**src/rtl/alu_ctrl_pkg.sv**
```systemverilog
// rtl/alu_ctrl_pkg.sv - shared ALU control codes, funct constants and sequencer state encoding
package alu_ctrl_pkg;

    typedef enum logic [1:0] {
        ALU_OP_ADD   = 2'b00,
        ALU_OP_SUB   = 2'b01,
        ALU_OP_OR    = 2'b10,
        ALU_OP_FUNCT = 2'b11
    } alu_op_e;

    localparam logic [5:0] FUNCT_ADD   = 6'h21;
    localparam logic [5:0] FUNCT_SUB   = 6'h23;
    localparam logic [5:0] FUNCT_OR    = 6'h25;
    localparam logic [5:0] FUNCT_SHIFT = 6'h00;
    localparam logic [5:0] FUNCT_AND   = 6'h24;
    localparam logic [5:0] FUNCT_SLT   = 6'h2A;
    localparam logic [5:0] FUNCT_MUL   = 6'h19;

    // Base width of the function code; wider outputs are zero-extended.
    localparam int FN_BASE_W = 3;

    typedef enum logic [2:0] {
        FN_ADD   = 3'd0,
        FN_SUB   = 3'd1,
        FN_OR    = 3'd2,
        FN_SHIFT = 3'd3,
        FN_AND   = 3'd4,
        FN_SLT   = 3'd5,
        FN_MUL   = 3'd6,
        FN_NOP   = 3'd7
    } alu_fn_e;

    typedef enum logic [1:0] {
        ST_IDLE = 2'd0,
        ST_BUSY = 2'd1,
        ST_DONE = 2'd2
    } seq_state_e;

    // Multiply countdown width: enough to hold MUL_LAT-2, never narrower than 1 bit.
    function automatic int cnt_width(input int lat);
        return ($clog2(lat) < 1) ? 1 : $clog2(lat);
    endfunction

endpackage

```
**src/rtl/alu_ctrl_seq_if.sv**
```systemverilog
// rtl/alu_ctrl_seq_if.sv - issue/decode/handshake bundle between control unit and ALU sequencer
interface alu_ctrl_seq_if #(
    parameter int FN_W = 3
);
    logic            issue;
    logic            flush;
    logic [1:0]      ALU_OP;
    logic [5:0]      funct_ctrl;
    logic [FN_W-1:0] ALU_function;
    logic            mdu_start;
    logic            stall;
    logic            mul_done;
    logic            illegal;

    modport master (
        output issue, flush, ALU_OP, funct_ctrl,
        input  ALU_function, mdu_start, stall, mul_done, illegal
    );

    modport slave (
        input  issue, flush, ALU_OP, funct_ctrl,
        output ALU_function, mdu_start, stall, mul_done, illegal
    );
endinterface

```
**src/rtl/alu_funct_decode.sv**
```systemverilog
// rtl/alu_funct_decode.sv - pure combinational ALU_OP/funct to function-code decoder
module alu_funct_decode
    import alu_ctrl_pkg::*;
#(
    parameter int ENABLE_MUL = 1
) (
    input  logic [1:0] alu_op,
    input  logic [5:0] funct,
    output alu_fn_e    fn,
    output logic       is_mul,
    output logic       illegal
);

    // Direct ops ignore funct; the funct table is consulted only for ALU_OP=11.
    always_comb begin
        fn      = FN_NOP;
        illegal = 1'b0;
        case (alu_op)
            ALU_OP_ADD: fn = FN_ADD;
            ALU_OP_SUB: fn = FN_SUB;
            ALU_OP_OR:  fn = FN_OR;
            default: begin
                case (funct)
                    FUNCT_ADD:   fn = FN_ADD;
                    FUNCT_SUB:   fn = FN_SUB;
                    FUNCT_OR:    fn = FN_OR;
                    FUNCT_SHIFT: fn = FN_SHIFT;
                    FUNCT_AND:   fn = FN_AND;
                    FUNCT_SLT:   fn = FN_SLT;
                    FUNCT_MUL: begin
                        if (ENABLE_MUL != 0) begin
                            fn = FN_MUL;
                        end else begin
                            illegal = 1'b1;
                        end
                    end
                    default:     illegal = 1'b1;
                endcase
            end
        endcase
        is_mul = (fn == FN_MUL);
    end

endmodule

```
**src/rtl/alu_ctrl_seq.sv**
```systemverilog
// rtl/alu_ctrl_seq.sv - ALU control decoder with multi-cycle multiply sequencer
module alu_ctrl_seq
    import alu_ctrl_pkg::*;
#(
    parameter int FN_W       = 3,
    parameter int MUL_LAT    = 4,
    parameter int ENABLE_MUL = 1
) (
    input  logic           clk,
    input  logic           rst,
    alu_ctrl_seq_if.slave  bus
);

    localparam int CNT_W = cnt_width(MUL_LAT);
    // Issue cycle is C0 and the first BUSY cycle is C1, so BUSY must last MUL_LAT-1 cycles.
    localparam logic [CNT_W-1:0] CNT_LOAD = CNT_W'(MUL_LAT - 2);

    seq_state_e       state_q, state_d;
    logic [CNT_W-1:0] cnt_q, cnt_d;
    alu_fn_e          op_q, op_d;

    alu_fn_e dec_fn;
    logic    dec_is_mul;
    logic    dec_illegal;

    alu_fn_e         fn_out;
    logic [FN_W-1:0] fn_ext;
    logic            start;
    logic            stall;
    logic            done;
    logic            ill;

    alu_funct_decode #(
        .ENABLE_MUL (ENABLE_MUL)
    ) u_decode (
        .alu_op  (bus.ALU_OP),
        .funct   (bus.funct_ctrl),
        .fn      (dec_fn),
        .is_mul  (dec_is_mul),
        .illegal (dec_illegal)
    );

    // Next-state and output decode: IDLE passes the live decode through, BUSY/DONE replay the latched op.
    always_comb begin
        state_d = state_q;
        cnt_d   = cnt_q;
        op_d    = op_q;
        fn_out  = dec_fn;
        start   = 1'b0;
        stall   = 1'b0;
        done    = 1'b0;
        ill     = 1'b0;
        case (state_q)
            ST_IDLE: begin
                ill = bus.issue & dec_illegal;
                if (bus.issue && dec_is_mul) begin
                    start   = 1'b1;
                    stall   = 1'b1;
                    op_d    = FN_MUL;
                    cnt_d   = CNT_LOAD;
                    state_d = ST_BUSY;
                end
            end
            ST_BUSY: begin
                fn_out = op_q;
                stall  = 1'b1;
                if (bus.flush) begin
                    state_d = ST_IDLE;
                end else if (cnt_q == '0) begin
                    state_d = ST_DONE;
                end else begin
                    cnt_d = cnt_q - CNT_W'(1);
                end
            end
            ST_DONE: begin
                fn_out  = op_q;
                // A flushed op must never report completion, even in its final cycle.
                done    = ~bus.flush;
                state_d = ST_IDLE;
            end
            default: begin
                state_d = ST_IDLE;
            end
        endcase
        fn_ext                  = '0;
        fn_ext[FN_BASE_W-1:0]   = fn_out;
    end

    // Sequencer state registers; reset dominates everything else.
    always_ff @(posedge clk) begin
        if (rst) begin
            state_q <= ST_IDLE;
            cnt_q   <= '0;
            op_q    <= FN_NOP;
        end else begin
            state_q <= state_d;
            cnt_q   <= cnt_d;
            op_q    <= op_d;
        end
    end

    assign bus.ALU_function = fn_ext;
    assign bus.mdu_start    = start;
    assign bus.stall        = stall;
    assign bus.mul_done     = done;
    assign bus.illegal      = ill;

endmodule

```
**src/flat_wrapper.sv**
```systemverilog
// flat-port wrapper written by rule: the top's interface ports become plain ports
module alu_ctrl_seq_flat import alu_ctrl_pkg::*;
#(
    parameter int FN_W       = 3,
    parameter int MUL_LAT    = 4,
    parameter int ENABLE_MUL = 1
)
  (clk, rst, bus_issue, bus_flush, bus_ALU_OP, bus_funct_ctrl, bus_ALU_function, bus_mdu_start, bus_stall, bus_mul_done, bus_illegal);
  alu_ctrl_seq_if #(.FN_W(FN_W)) bus_i ();
  input  logic clk;
  input  logic rst;
  input wire logic [$bits(bus_i.issue)-1:0] bus_issue;
  input wire logic [$bits(bus_i.flush)-1:0] bus_flush;
  input wire logic [$bits(bus_i.ALU_OP)-1:0] bus_ALU_OP;
  input wire logic [$bits(bus_i.funct_ctrl)-1:0] bus_funct_ctrl;
  output wire logic [$bits(bus_i.ALU_function)-1:0] bus_ALU_function;
  output wire logic [$bits(bus_i.mdu_start)-1:0] bus_mdu_start;
  output wire logic [$bits(bus_i.stall)-1:0] bus_stall;
  output wire logic [$bits(bus_i.mul_done)-1:0] bus_mul_done;
  output wire logic [$bits(bus_i.illegal)-1:0] bus_illegal;
  assign bus_i.issue = bus_issue;
  assign bus_i.flush = bus_flush;
  assign bus_i.ALU_OP = bus_ALU_OP;
  assign bus_i.funct_ctrl = bus_funct_ctrl;
  assign bus_ALU_function = bus_i.ALU_function;
  assign bus_mdu_start = bus_i.mdu_start;
  assign bus_stall = bus_i.stall;
  assign bus_mul_done = bus_i.mul_done;
  assign bus_illegal = bus_i.illegal;
  alu_ctrl_seq #(.FN_W(FN_W), .MUL_LAT(MUL_LAT), .ENABLE_MUL(ENABLE_MUL)) u_core (.clk(clk), .rst(rst), .bus(bus_i));
endmodule
```
**config.mk**
```make
export PLATFORM = sky130hd
export DESIGN_NAME = alu_ctrl_seq_flat
export DESIGN_NICKNAME = d
export VERILOG_FILES = /design/src/rtl/alu_ctrl_pkg.sv /design/src/rtl/alu_ctrl_seq_if.sv /design/src/rtl/alu_funct_decode.sv /design/src/rtl/alu_ctrl_seq.sv /design/src/flat_wrapper.sv
export SDC_FILE = /design/constraint.sdc
export NUM_CORES = 1
export LEC_CHECK = 0
export ABC_AREA = 1
export BUFFER_PORTS_ARGS = -buffer_cell sky130_fd_sc_hd__buf_2
export CAP_MARGIN = 20
export CORE_AREA = 2 2 39 41
export CTS_BUF_LIST = sky130_fd_sc_hd__clkbuf_8
export CTS_CLUSTER_DIAMETER = 30
export DETAILED_ROUTE_END_ITERATION = 12
export DIE_AREA = 0 0 41 43
export PLACE_DENSITY = 0.83
export REMOVE_ABC_BUFFERS = 1
export SLEW_MARGIN = 20
export SYNTH_ARGS = -nofsm -noshare
export SYNTH_HDL_FRONTEND = slang
export SYNTH_SLANG_ARGS = --single-unit
```
**constraint.sdc**
```tcl
create_clock -name clk -period 1.7 [get_ports clk]
set_input_delay 0.085 -clock clk [delete_from_list [all_inputs] [get_ports clk]]
set_output_delay 0.085 -clock clk [all_outputs]
set_load 0.01 [all_outputs]
```
# ---- Yosys cells after proc, flatten, opt, wreduce, memory -nomap -nowiden
# Index checks and enable logic that the tools add are counted.
dict set report op_classes {
  n_addsub 1
  eq_ne 15
  mux 18
  bitwise_logic 2
  reduce_logical 12
}
# cell count
set ops {}
lappend ops {{== test 6 bit (second input constant)} 5}
lappend ops {{one-hot mux 3 bit (7 select lines)} 1}
lappend ops {{2-to-1 mux 2 bit} 6}
lappend ops {{one-hot mux 3 bit (3 select lines)} 1}
lappend ops {{one-hot mux 2 bit (2 select lines)} 2}
lappend ops {{OR reduction 7 bit} 1}
lappend ops {{== test 6 x 5 -> 1 bit (second input constant)} 1}
lappend ops {{logical NOT 2 bit} 3}
lappend ops {{logical NOT 6 bit} 1}
lappend ops {{2-to-1 mux 1 bit} 6}
lappend ops {{== test 2 x 1 -> 1 bit (second input constant)} 2}
lappend ops {{== test 2 bit (second input constant)} 2}
lappend ops {{!= test 2 bit (second input constant)} 2}
lappend ops {{AND reduction 2 bit} 2}
lappend ops {{AND reduction 4 bit} 1}
lappend ops {{== test 3 bit (second input constant)} 1}
lappend ops {{2-to-1 mux 3 bit} 1}
lappend ops {{!= test 3 x 2 -> 1 bit (second input constant)} 1}
lappend ops {{OR reduction 3 bit} 1}
lappend ops {{!= test 2 x 1 -> 1 bit (second input constant)} 1}
lappend ops {{one-hot mux 1 bit (2 select lines)} 1}
lappend ops {{nonzero test 2 bit} 1}
lappend ops {{OR reduction 2 bit} 1}
lappend ops {{subtractor 2 x 1 -> 2 bit (second input constant)} 1}
lappend ops {{3 further kinds} 3}
dict set report totals {
  ff_bits 5
  out_inout_bits 7
  word_cells 51
}

# ---- Logic depth before layout (Yosys ltp)
dict set report logic_depth {
  depth_word 7
  ltp_mapped 14
  mapped_depth_nobuf 14
}

# ---- By module
# Synthesis repeated with hierarchy kept, for this count alone.
dict set report hier_totals {
  cells_unflattened 102
  area_unflattened_um2 614.3
}
# module n_inst cells_per_inst area_each_um2 seq_area_each_um2
set by_module_without_submodules {}
lappend by_module_without_submodules {alu_ctrl_seq 1 59 390.4 100.1}
lappend by_module_without_submodules {alu_funct_decode 1 43 224.0 0.0}

# ---- Least setup slack after synthesis
# Ideal clock, no wire load.
dict set report synth_path {
  kind {register to register}
  startpoint {register u_core.state_q[1]}
  endpoint {register u_core.cnt_q[0]}
  setup_time_ps 115
  t_arrival_ps 1297
  setup_slack_ps 288
  stages_incl_launch_ff 9
  path_buffers 0
  path_cell_list {dfxtp_1 > inv_1 > ha_1 > nand2_1 > or2_2 > o21ai_0 > nand3_1 > nand2_1 > nor2_1}
}
dict set report synth_via {
  elab_chain_cells 3
  elab_cells_between_ends 8
  classes_between {eq/ne (4); mux (1); reduce/logical (3)}
}
# element line_no
set synth_rtl {}
lappend synth_rtl {{start: declaration} alu_ctrl_seq.sv:18} ;# seq_state_e state_q, state_d;
lappend synth_rtl {{start signal: assignment} alu_ctrl_seq.sv:96} ;# state_q <= state_d;
lappend synth_rtl {{== test 2 x 1 -> 1 bit / logical NOT 2 bit (equally long branches)} alu_ctrl_seq.sv:53} ;# case (state_q)
lappend synth_rtl {{!= test 2 bit (no line) (tied with other cells)} --}
lappend synth_rtl {{AND reduction 4 bit (no line)} --}
lappend synth_rtl {{end signal: assignment} alu_ctrl_seq.sv:97} ;# cnt_q <= cnt_d;
lappend synth_rtl {{end: declaration} alu_ctrl_seq.sv:19} ;# logic [CNT_W-1:0] cnt_q, cnt_d;
# Parallel ways exist; a longest one is shown, timed or not.
# A chain may end at the register's enable or synchronous reset.

# ---- Final worst setup path
dict set report layout_path {
  startpoint {register u_core.state_q[0]}
  endpoint {output port bus_stall}
}
dict set report layout_via {
  elab_chain_cells 2
  elab_cells_between_ends 3
  classes_between {eq/ne (1); mux (1); reduce/logical (1)}
}
# element line_no
set layout_rtl {}
lappend layout_rtl {{== test 2 x 1 -> 1 bit / logical NOT 2 bit (equally long branches)} alu_ctrl_seq.sv:53}
lappend layout_rtl {{one-hot mux 1 bit (2 select lines) (*)} alu_ctrl_seq.sv:53}
lappend layout_rtl {{end: declaration} flat_wrapper.sv:18} ;# output wire logic [$bits(bus_i.stall)-1:0] bus_stall;
# Mark *: on every way between the ends. The rest lies on a longest branch, timed or not.

==> results_dict.tcl <==
set metrics [dict create \
    grt_max_degree 7 \
    ir_worst_vdd_mv 0.4804 \
    p_leak_nw 0.3958 \
    startpoint "u_core.state_q[0]" \
    drc 0 \
    antenna_left 0 \
    cap_viol_max_count 0 \
    start_kind "flop" \
    place_inst 128 \
    synthCells 94 \
    clockPowerShare_pct 38.7 \
    antenna_found_initial 0 \
    outcome "finished clean" \
    seq_area_sq_um 100.1 \
    wl_mm 1.216 \
    rsz0062_at_grt "no" \
    multi_input_area_sq_um 419.2 \
    cts-buffers-inserted 3 \
    grt_use_total_pct 16.80 \
    clk_latency_ns 0.22 \
    powerDensity_nw_per_um2 738.0 \
    viasPerCell 4.727 \
    timing.fmax_mhz 626.4 \
    slew_violations 0 \
    yosysSeqAreaShare_pct 17.06 \
    cts_resized 0 \
    fin_util_pct 53.89 \
    power_frac_seq_pct 25.4 \
    crit_fanout 4 \
    wire_per_inst_um 9.212 \
    start_util_pct 42.41 \
    finalHoldViolations 0 \
    cts_max_level 1 \
    dp_slack_ns 0.1344 \
    cts_tree "yes" \
    reg2reg_from "u_core.state_q[1]" \
    crit_required_ns 1.62 \
    cts_root_buf "clkbuf_8" \
    intPower_mw 0.3653 \
    ys_types 18 \
    maxSlewHeadroom_pct 86.88 \
    hold_class "in -> reg" \
    dr.pass1.iters 3 \
    dp_hpwl_mm 1.086 \
    final_cell_count_no_fill 132 \
    cts.clk_slew.worst_paths_ns 0.04 \
    nNetsFinal 133 \
    switchingPower_mw 0.1851 \
    ys_warn_count 0 \
    placed_cell_area_sq_um 696.9 \
    chipWidth_um 41 \
    fin_crit_ns 1.596 \
    row_count 14 \
    min-delay-start "rst" \
    fin_ws_ns 0.1036 \
    ys_seq_elements 5 \
    grt_pass1_wl_mm 2.049 \
    die_h_um 43 \
    coreArea_sq_um 1384 \
    p_sw_share_pct 33.63 \
    path_class "reg -> out" \
    setup_viol 0 \
    n_antenna_cell 0 \
    synth_area_per_cell_sq_um 6.243 \
    layout-drive-gt1-share_pct 39.66 \
    gp_congestion 0.7864 \
    worst_pin_slew_ns 0.1967 \
    num_vias 624 \
    cts_setup_buffers 0 \
    skew_ns 0.001854 \
    io_pins 19 \
    stdcell_area_sq_um 745.7 \
    clockBufferDepth 2 \
    grt_pass1_vias 553 \
    port_buffers 18 \
    cts.sinks 5 \
    syn_area_sq_um 586.8 \
    area_growth_pct 27.08 \
    worstSetupEndpointType "primary output" \
    period_share_pct 93.90 \
    die-area_sq_um 1763 \
    drt-initial-drc-count 6 \
    hold_buffers 0 \
    tns_ns 0 \
    n_fill_cell 140 \
    p_comb_share_pct 35.9 \
    grt_remaining_overflow 0 \
    arrival_ns 1.51 \
]
final timing paths:
path                                        end  slack (ns)  depth (start not counted)
worst max-delay path                  bus_stall        0.10                          6
worst min-delay path            u_core.cnt_q[1]        0.05                          2
worst max register to register  u_core.cnt_q[0]        0.20                          8
worst min register to register  u_core.cnt_q[1]        0.46                          2
state kept, by name, indices dropped and copies added, names as in the netlist:
register	flops
u_core.state_q	2
u_core.op_q	1
u_core.cnt_q	2
worst max-delay path, cell delays in order (launching register included):
cell and delay [ns]:
dfxtp_1 0.35, inv_1 0.07, ha_1 0.24, inv_1 0.17, nor2_4 0.06, or2_2 0.26, buf_2 0.14
area by class of cell:
| cell class | instances | share of cell area, % |
|---|---|---|
| multi-input cells | 70 | 56.21 |
| well taps | 16 | 2.685 |
| repair buffers | 18 | 12.08 |
| flip-flops and latches | 5 | 13.42 |
| clock inverters | 1 | 0.5034 |
| inverters | 19 | 9.564 |
| clock buffers | 3 | 5.537 |
power groups by stage:
| stage | combinational, mW | sequential, mW | clock, mW |
|---|---|---|---|
| after global placement | 0.190 | 0.141 | 0 |
| after floorplan | 0.135 | 0.139 | 0 |
| after CTS | 0.198 | 0.140 | 0.217 |
| final | 0.198 | 0.140 | 0.213 |
| after global routing | 0.227 | 0.142 | 0.226 |
| after detailed placement | 0.197 | 0.141 | 0 |
cell usage in the layout, fill, tap and decap left out:
cell	synthesis	final
ha_1	4	4
o21ai_0	4	3
nand3_2	5	5
nor2_2	7	7
nand3_1	7	7
nand2_4	1	1
nand2_2	2	2
inv_2	4	4
nand3_4	1	1
nor3_1	1	1
dfxtp_1	5	5
nor2_4	2	2
o21ai_2	0	1
nand4_1	1	1
buf_2	0	18
or2_2	2	2
clkbuf_8	0	3
nor2_1	10	10
nand2_1	19	19
inv_1	15	16
a21oi_1	4	4
synth_stat cells (all sizes together):
cell type   n  area share, %
a21oi       4            3.4
nand4       1            1.1
nand2      22             16
nor3        1           0.85
nand3      13             17
dfxtp       5             17
o21ai       4            3.4
inv        19             12
nor2       19             18
ha          4            8.5
or2         2            2.1
cell families after synthesis:
group,after synthesis,share of synthesized area (%)
and+or+nand+nor,58,55.44
buffers and inverters,19,12.15
AOI/OAI and AO/OA,8,6.823
DFF,5,17.06
adders and majority gates,4,8.529
metrics by stage:
step                      power (mW)  hold slack [ns]
after CTS                     0.5552          0.04839
final                         0.5504          0.04982
after detailed placement      0.3379           0.2785
after floorplan               0.2747           0.1541
after global placement        0.3306           0.2742
after global routing          0.5943          0.05859
metal layers:
metal	wire (um)	vias to the layer above	GRT usage [%]
li1	-	337	-
met1	507	274	18.12
met2	659	13	28.13
met3	50	0	4.712
met4	0	0	8.000
met5	0	-	0
(Power assumes the default switching activity.)
